<file path="src/rtl/ram_loader_pkg.sv">
// Shared types and sizing helpers for the RAM loader.
package ram_loader_pkg;

    typedef enum logic [2:0] {
        StIdle,
        StRecv,
        StWrite,
        StCheck,
        StDone
    } state_e;

    function automatic int unsigned bytes_per_word(input int unsigned data_width);
        return data_width / 8;
    endfunction

    // Byte-lane index width; at least one bit even for single-byte words.
    function automatic int unsigned byte_idx_width(input int unsigned data_width);
        return (data_width / 8 > 1) ? $clog2(data_width / 8) : 1;
    endfunction

endpackage

</file>
<file path="src/rtl/ram_loader_word_packer.sv">
// Little-endian byte-lane packer: inserts one byte per insert pulse and flags the last lane.
module ram_loader_word_packer
    import ram_loader_pkg::*;
#(
    parameter int unsigned DATA_WIDTH = 32
) (
    input  logic                  clk,
    input  logic                  rst,
    input  logic                  clear,
    input  logic                  insert,
    input  logic [7:0]            data,
    output logic [DATA_WIDTH-1:0] word_next,
    output logic                  word_full
);

    localparam int unsigned Bpw  = bytes_per_word(DATA_WIDTH);
    localparam int unsigned IdxW = byte_idx_width(DATA_WIDTH);
    localparam logic [IdxW-1:0] LastIdx = IdxW'(Bpw - 1);

    logic [IdxW-1:0]       idx_q;
    logic [DATA_WIDTH-1:0] word_q;

    always_comb begin
        word_next = word_q;
        for (int unsigned b = 0; b < Bpw; b++) begin
            if (idx_q == IdxW'(b)) begin
                word_next[b*8 +: 8] = data;
            end
        end
    end

    assign word_full = insert && (idx_q == LastIdx);

    always_ff @(posedge clk) begin
        if (rst) begin
            idx_q  <= '0;
            word_q <= '0;
        end else if (clear) begin
            idx_q <= '0;
        end else if (insert) begin
            word_q <= word_next;
            idx_q  <= word_full ? '0 : idx_q + IdxW'(1);
        end
    end

endmodule

</file>
<file path="src/rtl/ram_loader.sv">
// Fills a word RAM from a byte stream starting at a programmable base address.
// Define RAM_LOADER_CHECKSUM_EN to receive and verify a trailing checksum word.
module ram_loader
    import ram_loader_pkg::*;
#(
    parameter int unsigned ADDR_WIDTH = 16,
    parameter int unsigned DATA_WIDTH = 32
) (
    input  logic                  clk,
    input  logic                  rst,
    input  logic                  start,
    input  logic [ADDR_WIDTH-1:0] base_addr,
    input  logic [ADDR_WIDTH:0]   word_count,
    input  logic                  s_valid,
    input  logic [7:0]            s_data,
    output logic                  s_ready,
    output logic                  we_b,
    output logic [DATA_WIDTH-1:0] din_b,
    output logic [ADDR_WIDTH-1:0] addr_b,
    output logic                  busy,
    output logic                  done,
    output logic                  error
);

`ifdef RAM_LOADER_CHECKSUM_EN
    localparam bit ChecksumEn = 1'b1;
`else
    localparam bit ChecksumEn = 1'b0;
`endif

    state_e                state_q, state_d;
    logic [ADDR_WIDTH-1:0] addr_q, addr_out_q;
    logic [ADDR_WIDTH:0]   remaining_q;
    logic [DATA_WIDTH-1:0] din_q, pk_word_next;
    logic                  pk_full, accept, xfer, last_word, chk_phase;

    assign accept    = (state_q == StIdle) && start;
    assign xfer      = (state_q == StRecv) && s_valid;
    assign last_word = (remaining_q == (ADDR_WIDTH + 1)'(1));

    ram_loader_word_packer #(
        .DATA_WIDTH (DATA_WIDTH)
    ) u_packer (
        .clk       (clk),
        .rst       (rst),
        .clear     (accept),
        .insert    (xfer),
        .data      (s_data),
        .word_next (pk_word_next),
        .word_full (pk_full)
    );

    always_comb begin
        state_d = state_q;
        unique case (state_q)
            StIdle: begin
                if (start) begin
                    state_d = (word_count == '0) ? StDone : StRecv;
                end
            end
            StRecv: begin
                if (pk_full) begin
                    state_d = chk_phase ? StCheck : StWrite;
                end
            end
            StWrite: begin
                // After the last data word, a checksum word follows only when enabled.
                state_d = (last_word && !ChecksumEn) ? StDone : StRecv;
            end
            StCheck: state_d = StDone;
            StDone:  state_d = StIdle;
            default: state_d = StIdle;
        endcase
    end

    always_ff @(posedge clk) begin
        if (rst) begin
            state_q     <= StIdle;
            addr_q      <= '0;
            remaining_q <= '0;
            din_q       <= '0;
            addr_out_q  <= '0;
        end else begin
            state_q <= state_d;
            if (accept) begin
                addr_q      <= base_addr;
                remaining_q <= word_count;
            end
            // Capture on the last byte so din_b/addr_b are valid during WRITE and hold after.
            if (pk_full && !chk_phase) begin
                din_q      <= pk_word_next;
                addr_out_q <= addr_q;
            end
            if (state_q == StWrite) begin
                addr_q      <= addr_q + ADDR_WIDTH'(1);
                remaining_q <= remaining_q - (ADDR_WIDTH + 1)'(1);
            end
        end
    end

`ifdef RAM_LOADER_CHECKSUM_EN
    logic [DATA_WIDTH-1:0] sum_q, chk_word_q;
    logic                  chk_phase_q, err_q;

    always_ff @(posedge clk) begin
        if (rst) begin
            sum_q       <= '0;
            chk_word_q  <= '0;
            chk_phase_q <= 1'b0;
            err_q       <= 1'b0;
        end else begin
            if (accept) begin
                sum_q       <= '0;
                chk_phase_q <= 1'b0;
                err_q       <= 1'b0;
            end
            if (state_q == StWrite) begin
                sum_q <= sum_q + din_q;
                if (last_word) begin
                    chk_phase_q <= 1'b1;
                end
            end
            if (pk_full && chk_phase_q) begin
                chk_word_q <= pk_word_next;
            end
            if (state_q == StCheck) begin
                err_q <= (chk_word_q != sum_q);
            end
        end
    end

    assign chk_phase = chk_phase_q;
    assign error     = err_q;
`else
    assign chk_phase = 1'b0;
    assign error     = 1'b0;
`endif

    assign s_ready = (state_q == StRecv);
    assign we_b    = (state_q == StWrite);
    assign busy    = (state_q != StIdle);
    assign done    = (state_q == StDone);
    assign din_b   = din_q;
    assign addr_b  = addr_out_q;

endmodule

</file>
<file path="config.mk">
export PLATFORM = sky130hd
export DESIGN_NAME = ram_loader
export DESIGN_NICKNAME = d
export VERILOG_FILES = /design/src/rtl/ram_loader_pkg.sv /design/src/rtl/ram_loader_word_packer.sv /design/src/rtl/ram_loader.sv
export SDC_FILE = /design/constraint.sdc
export NUM_CORES = 1
export LEC_CHECK = 0
export ABC_AREA = 1
export CORE_AREA = 4 4 107 109
export DETAILED_ROUTE_END_ITERATION = 7
export DIE_AREA = 0 0 111 113
export GPL_ROUTABILITY_DRIVEN = 0
export MAX_ROUTING_LAYER = met4
export PLACE_DENSITY = 0.82
export SYNTH_ARGS = -nofsm -noshare
export SYNTH_HDL_FRONTEND = slang
export SYNTH_SLANG_ARGS = --single-unit
</file>
<file path="constraint.sdc">
create_clock -name clk -period 1.7 [get_ports clk]
set_input_delay 0.17 -clock clk [delete_from_list [all_inputs] [get_ports clk]]
set_output_delay 0.17 -clock clk [all_outputs]
set_load 0.03 [all_outputs]
</file>
# ---- Word-level counts from Yosys, hierarchy flattened
# Cells that the tools add are included.
dict set report totals {
  reg_bits 118
  in_bits 45
  out_inout_bits 53
  wordCells 46
}
dict set report op_classes {
  addsub 3
  eq_ne 10
  n_mux 14
  n_bitwise 1
  n_reduce_logical 11
}
# op count
set op_table {}
lappend op_table {{$mux 17} 2}
lappend op_table {{$mux 16} 2}
lappend op_table {{$mux 8} 4}
lappend op_table {{$eq 17x1->1 const B} 1}
lappend op_table {{$logic_not 17->1} 1}
lappend op_table {{$sub 17x1->17 const B} 1}
lappend op_table {{$add 16x1->16 const B} 1}
lappend op_table {{$mux 3} 4}
lappend op_table {{$pmux 3 s4} 1}
lappend op_table {{$eq 3x2->1 const B} 2}
lappend op_table {{$eq 2x2->1 const B} 2}
lappend op_table {{$reduce_and 2->1} 2}
lappend op_table {{$eq 3x1->1 const B} 1}
lappend op_table {{$eq 3x3->1 const B} 1}
lappend op_table {{$logic_and 1x1->1} 3}
lappend op_table {{$logic_not 3->1} 1}
lappend op_table {{$reduce_bool 3->1} 1}
lappend op_table {{$add 2x1->2 const B} 1}
lappend op_table {{$eq 2x1->1 const B} 1}
lappend op_table {{$logic_not 2->1} 1}
lappend op_table {{$mux 2} 1}
lappend op_table {{$ne 2x1->1 const B} 1}
lappend op_table {{$ne 2x2->1 const B} 1}
lappend op_table {{$reduce_bool 2->1} 1}
lappend op_table {{other kinds (2)} 2}

# ---- Depth between registers and ports, before layout
dict set report depth {
  depth_word 5
  mapped_depth 10
  ltp_nobuf 10
}

# ---- Hierarchy
# From an unflattened synthesis, not the netlist that was laid out.
dict set report unflattened {
  hier_cells 945
  area_unflattened_um2 6022.0
}
# module instances cells_each area_per_inst_um2 seq_area_each_um2
set by_module_without_submodules {}
lappend by_module_without_submodules {ram_loader 1 619 4165.2 1681.6}
lappend by_module_without_submodules {ram_loader_word_packer 1 326 1856.8 680.7}

# ---- Worst setup path after synthesis
# No wires, ideal clock.
dict set report synth_timing {
  kind {reg-to-reg}
  start {register state_q[2]}
  end {register addr_q[7]}
  t_arrival_ns 1.425
  required_ns 1.590
  slack_ns 0.165
  stages_incl_launch_ff 10
  path_buffers 1
  path_cell_list {dfxtp_1 -> nor2_1 -> nand2_1 -> nor2_4 -> inv_2 -> buf_2 -> nand3_1 -> nand3_1 -> nand2_1 -> inv_1}
}
dict set report synth_via {
  elab_chain_cells 3
  word_cells_on_any_way 5
}
# element line
set synth_lines {}
lappend synth_lines {{start: declaration} ram_loader.sv:31} ;# state_e state_q, state_d;
lappend synth_lines {{start signal: assignment} ram_loader.sv:78} ;# state_q <= StIdle;
lappend synth_lines {{start signal: assignment} ram_loader.sv:84} ;# state_q <= state_d;
lappend synth_lines {{$logic_not 3->1} ram_loader.sv:37} ;# assign accept = (state_q == StIdle) && start;
lappend synth_lines {{$logic_and 1x1->1} ram_loader.sv:37}
lappend synth_lines {{$reduce_bool 2->1 (no source line)} -}
lappend synth_lines {{end signal: assignment} ram_loader.sv:86} ;# addr_q <= base_addr;
lappend synth_lines {{end signal: assignment} ram_loader.sv:95} ;# addr_q <= addr_q + ADDR_WIDTH'(1);
lappend synth_lines {{end: declaration} ram_loader.sv:32} ;# logic [ADDR_WIDTH-1:0] addr_q, addr_out_q;
# Several ways; a longest one is shown, not always the timed one.
# A chain may end at the register's enable or synchronous reset.

# ---- Worst setup path in the final report
dict set report layout_timing {
  start {register state_q[2]}
  end {output we_b}
}
dict set report layout_via {
  elab_chain_cells 1
}
# element line
set layout_lines {}
lappend layout_lines {{$eq 3x2->1} ram_loader.sv:140} ;# assign we_b = (state_q == StWrite);
lappend layout_lines {{end: declaration} ram_loader.sv:17} ;# output logic we_b,
# No other way between the ends.

==> metrics.md <==
| Metric | Value |
|---|---|
| Post-route ant nets | `0` |
| Crit-path max FO | `18` |
| RSZ-0062 raised after global routing | `no` |
| Clock power frac | `0.298` |
| CP endpoint kind | `output port` |
| Worst Skew | `11.2 ps` |
| Critical Path AT | `1440 ps` |
| CTS Root Cell | `clkbuf_8` |
| Synth cell count leaders | `nand2_1 (218), dfxtp_1 (110), a21oi_1 (89)` |
| Pwr dens | `760 mW/mm^2` |
| First-pass GRT wire length | `23.2 mm` |
| Post-route DRC | `0` |
| Post-synth EDFFs | `0` |
| Routed vias/inst | `5.22` |
| H-tree levels | `3` |
| Avg WL per Cell | `14.0 um` |
| Final worst slack | `91.6 ps` |
| Switching Fraction | `0.298` |
| Worst vdd ir | `roughly 0.63 mV` |
| MaxCap Viol Count | `0` |
| Status | `finished clean` |
| Nets | `928` |
| Worst-Skew Late Latency | `between 300 and 400 ps` |
| Post-Layout Cell Count | `1021` |
| Ranking of synthesized cells by area | `dfxtp_1 (41%), nand2_1 (15%), a21oi_1 (8.4%), o21ai_0 (7.0%), nor2_1 (5.7%)` |
| Gate Count Post-Synth | `784` |
| Register area share after synthesis | `0.414` |
| Effective utilization at floorplan | `0.502` |
| Final period util | `0.946` |
| Async S/R FF share, synth | `0` |
| Register bit count reported by yosys | `110` |
| Routed Wire Length | `14.3 mm` |
| Clk buf depth | `2` |
| Syn nets | `~840` |
| Post-synth top area cell | `dfxtp_1` |
| Chip Width | `~110 um` |
| Setup CP Type | `reg -> out` |
| Post-placement cell count | `around 1000` |
| Synth-to-layout area growth | `25.6%` |
| Combinational Power Share | `0.159` |
| Fin. Hold Viols | `0` |
| Diode count | `0` |
| Relative slew slack | `0.620` |
| Yosys cell types | `34` |
| CTS tree | `done` |
| Setup TNS Final | `0 ps` |
| IO Port Bufs | `96` |
| Share of cells above drive strength 1 | `0.0715` |
| Synth Cell Area | `0.00532 sq mm` |
| Place WS | `-170 ps` |
| Ys Warns | `0` |
| # IOs | `98` |
| Num CTS Buffers | `9` |
| Count of final setup violators | `0` |
| R2R depth | `9` |
| Worst Hold Class | `in -> reg` |
| CTS sink cnt | `110` |
| Vias post-DR | `5326` |
| Net Switching | `1.52 mW` |
| Post-DP HPWL | `10.0 mm` |
| Fin. max-slew vios | `0` |
| Syn Area/Cell | `6.78 sq um` |
| Worst EP required | `1530 ps` |
| Tot GR Track Use | `0.229` |
| Worst-Margin Slew | `569 ps` |
| Post-route minimum period | `1610 ps` |
| Clock-pin slew on the worst setup and hold paths | `110 ps` |
| DIE HEIGHT | `113 um` |
| Die area | `0.0125 sq mm` |
| Leakage | `between 2 and 3 nW` |
| Maximum clock rate | `622 MHz` |
| Core Region | `0.0106 sq mm` |
| Row count | `38` |
| Most instantiated library cell after synthesis | `nand2_1` |
| GR Overflow Total | `0` |
| CTS Hold Bufs | `0` |
| Hold Path Stages | `4` |
| Flop pwr share | `0.543` |
| Largest net degree at the start of global routing | `61` |
| Share of Yosys cell area claimed by the top area cell type | `0.414` |
| Detailed Route Iter0 Violations | `414` |
| Initial antenna violation count | `0` |
| CP startpoint kind | `flop` |
| Int Pwr | `3.56 mW` |
| Number of global-route vias before repair | `4827` |
| Drt pass-1 iters | `5` |
| Main synth FF type | `dfxtp_1` |
-- critical path, cell delays in order, from the launching register on --
cell,delay (ps)
dfxtp_1,330
buf_4,150
nor3_4,240
buf_12,190
buf_6,140
-- stage by stage --
| step | hold WS [ps] | power (mW) | utilization | area (sq um) |
|---|---|---|---|---|
| 3_5_place_dp | 436 | 3.61 | 0.608 | 6440 |
| 6_report | 229 | 5.08 | 0.630 | 6680 |
| 3_3_place_gp | 431 | 3.59 | 0.608 | 6440 |
| 4_1_cts | 228 | 5.09 | 0.625 | 6630 |
| 2_1_floorplan | 317 | 3.31 | - | 5320 |
| 5_1_grt | 248 | 5.32 | 0.630 | 6680 |
-- what timing repair did --
item,in CTS,in global routing
buffers inserted,0,2
resized for setup,5,11
gates cloned,0,1
pin swaps,0,2
endpoints found under the setup margin,7,18
endpoints found under the hold margin,0,0
-- per-layer routing --
metal	part of all wire	vias to the layer above	routed length, um	global-route usage
li1	-	2717	-	-
met1	0.45	2393	6480	0.301
met2	0.46	186	6510	0.357
met3	0.067	30	956	0.0535
met4	0.022	0	316	0.0657
met5	0	-	0	-
-- placed cells by master (no fill, tap or decap), drive strengths merged --
| cell | instances |
|---|---|
| a211oi | 5 |
| a21oi | 89 |
| a31oi | 7 |
| buf | 28 |
| clkbuf | 13 |
| clkdlybuf4s15 | 1 |
| clkdlybuf4s50 | 91 |
| clkinv | 3 |
| conb | 1 |
| dfxtp | 110 |
| ha | 7 |
| inv | 72 |
| nand2 | 221 |
| nand3 | 42 |
| nand3b | 4 |
| nand4 | 5 |
| nor2 | 86 |
| nor3 | 3 |
| o211ai | 1 |
| o21a | 7 |
| o21ai | 74 |
| o21bai | 2 |
| o221ai | 3 |
| or2 | 2 |
| xnor2 | 1 |
| xor2 | 3 |
-- registers in the layout, indices dropped and copies added, names as in the netlist --
register         flops
din_b               32
addr_q              16
u_packer.word_q     24
u_packer.idx_q       2
remaining_q         17
addr_b              16
state_q              3
-- final timing paths --
path,startpoint,to,slack (ps)
worst max-delay path,state_q[2],we_b,90
worst min-delay path,rst,addr_q[7],230
worst max register to register,state_q[0],remaining_q[10],140
worst min register to register,u_packer.word_q[15],u_packer.word_q[15],450
-- power by group through the flow --
stage	Combinational, mW	Clock (mW)	Sequential [mW]
detailed placement	0.793	0	2.81
global route	0.911	1.64	2.77
CTS	0.796	1.53	2.75
finish	0.807	1.52	2.76
floorplan	0.514	0	2.79
global placement	0.783	0	2.81
-- cell families (layout without fill, tap and decap cells) --
logic type / after synthesis / in the layout / share of synthesized area
AOI/OAI and AO/OA: 188 / 188 / 0.188
DFF: 110 / 110 / 0.414
xor gates and xnor gates: 4 / 4 / 0.00659
and+or+nand+nor: 363 / 363 / 0.284
other: 1 / 1 / 0.000705
buffers and inverters: 111 / 208 / 0.0901
adders and majority gates: 7 / 7 / 0.0165
-- cell type report --
class	count	area (sq um)
inverter	69	259
multi-input combinational	563	2650
clock inverter	6	53.8
timing repair buffer	123	1210
tap	140	175
sequential	110	2200
fill	971	3920
clock buffer	10	128
Power figures use the tool's default switching activity.
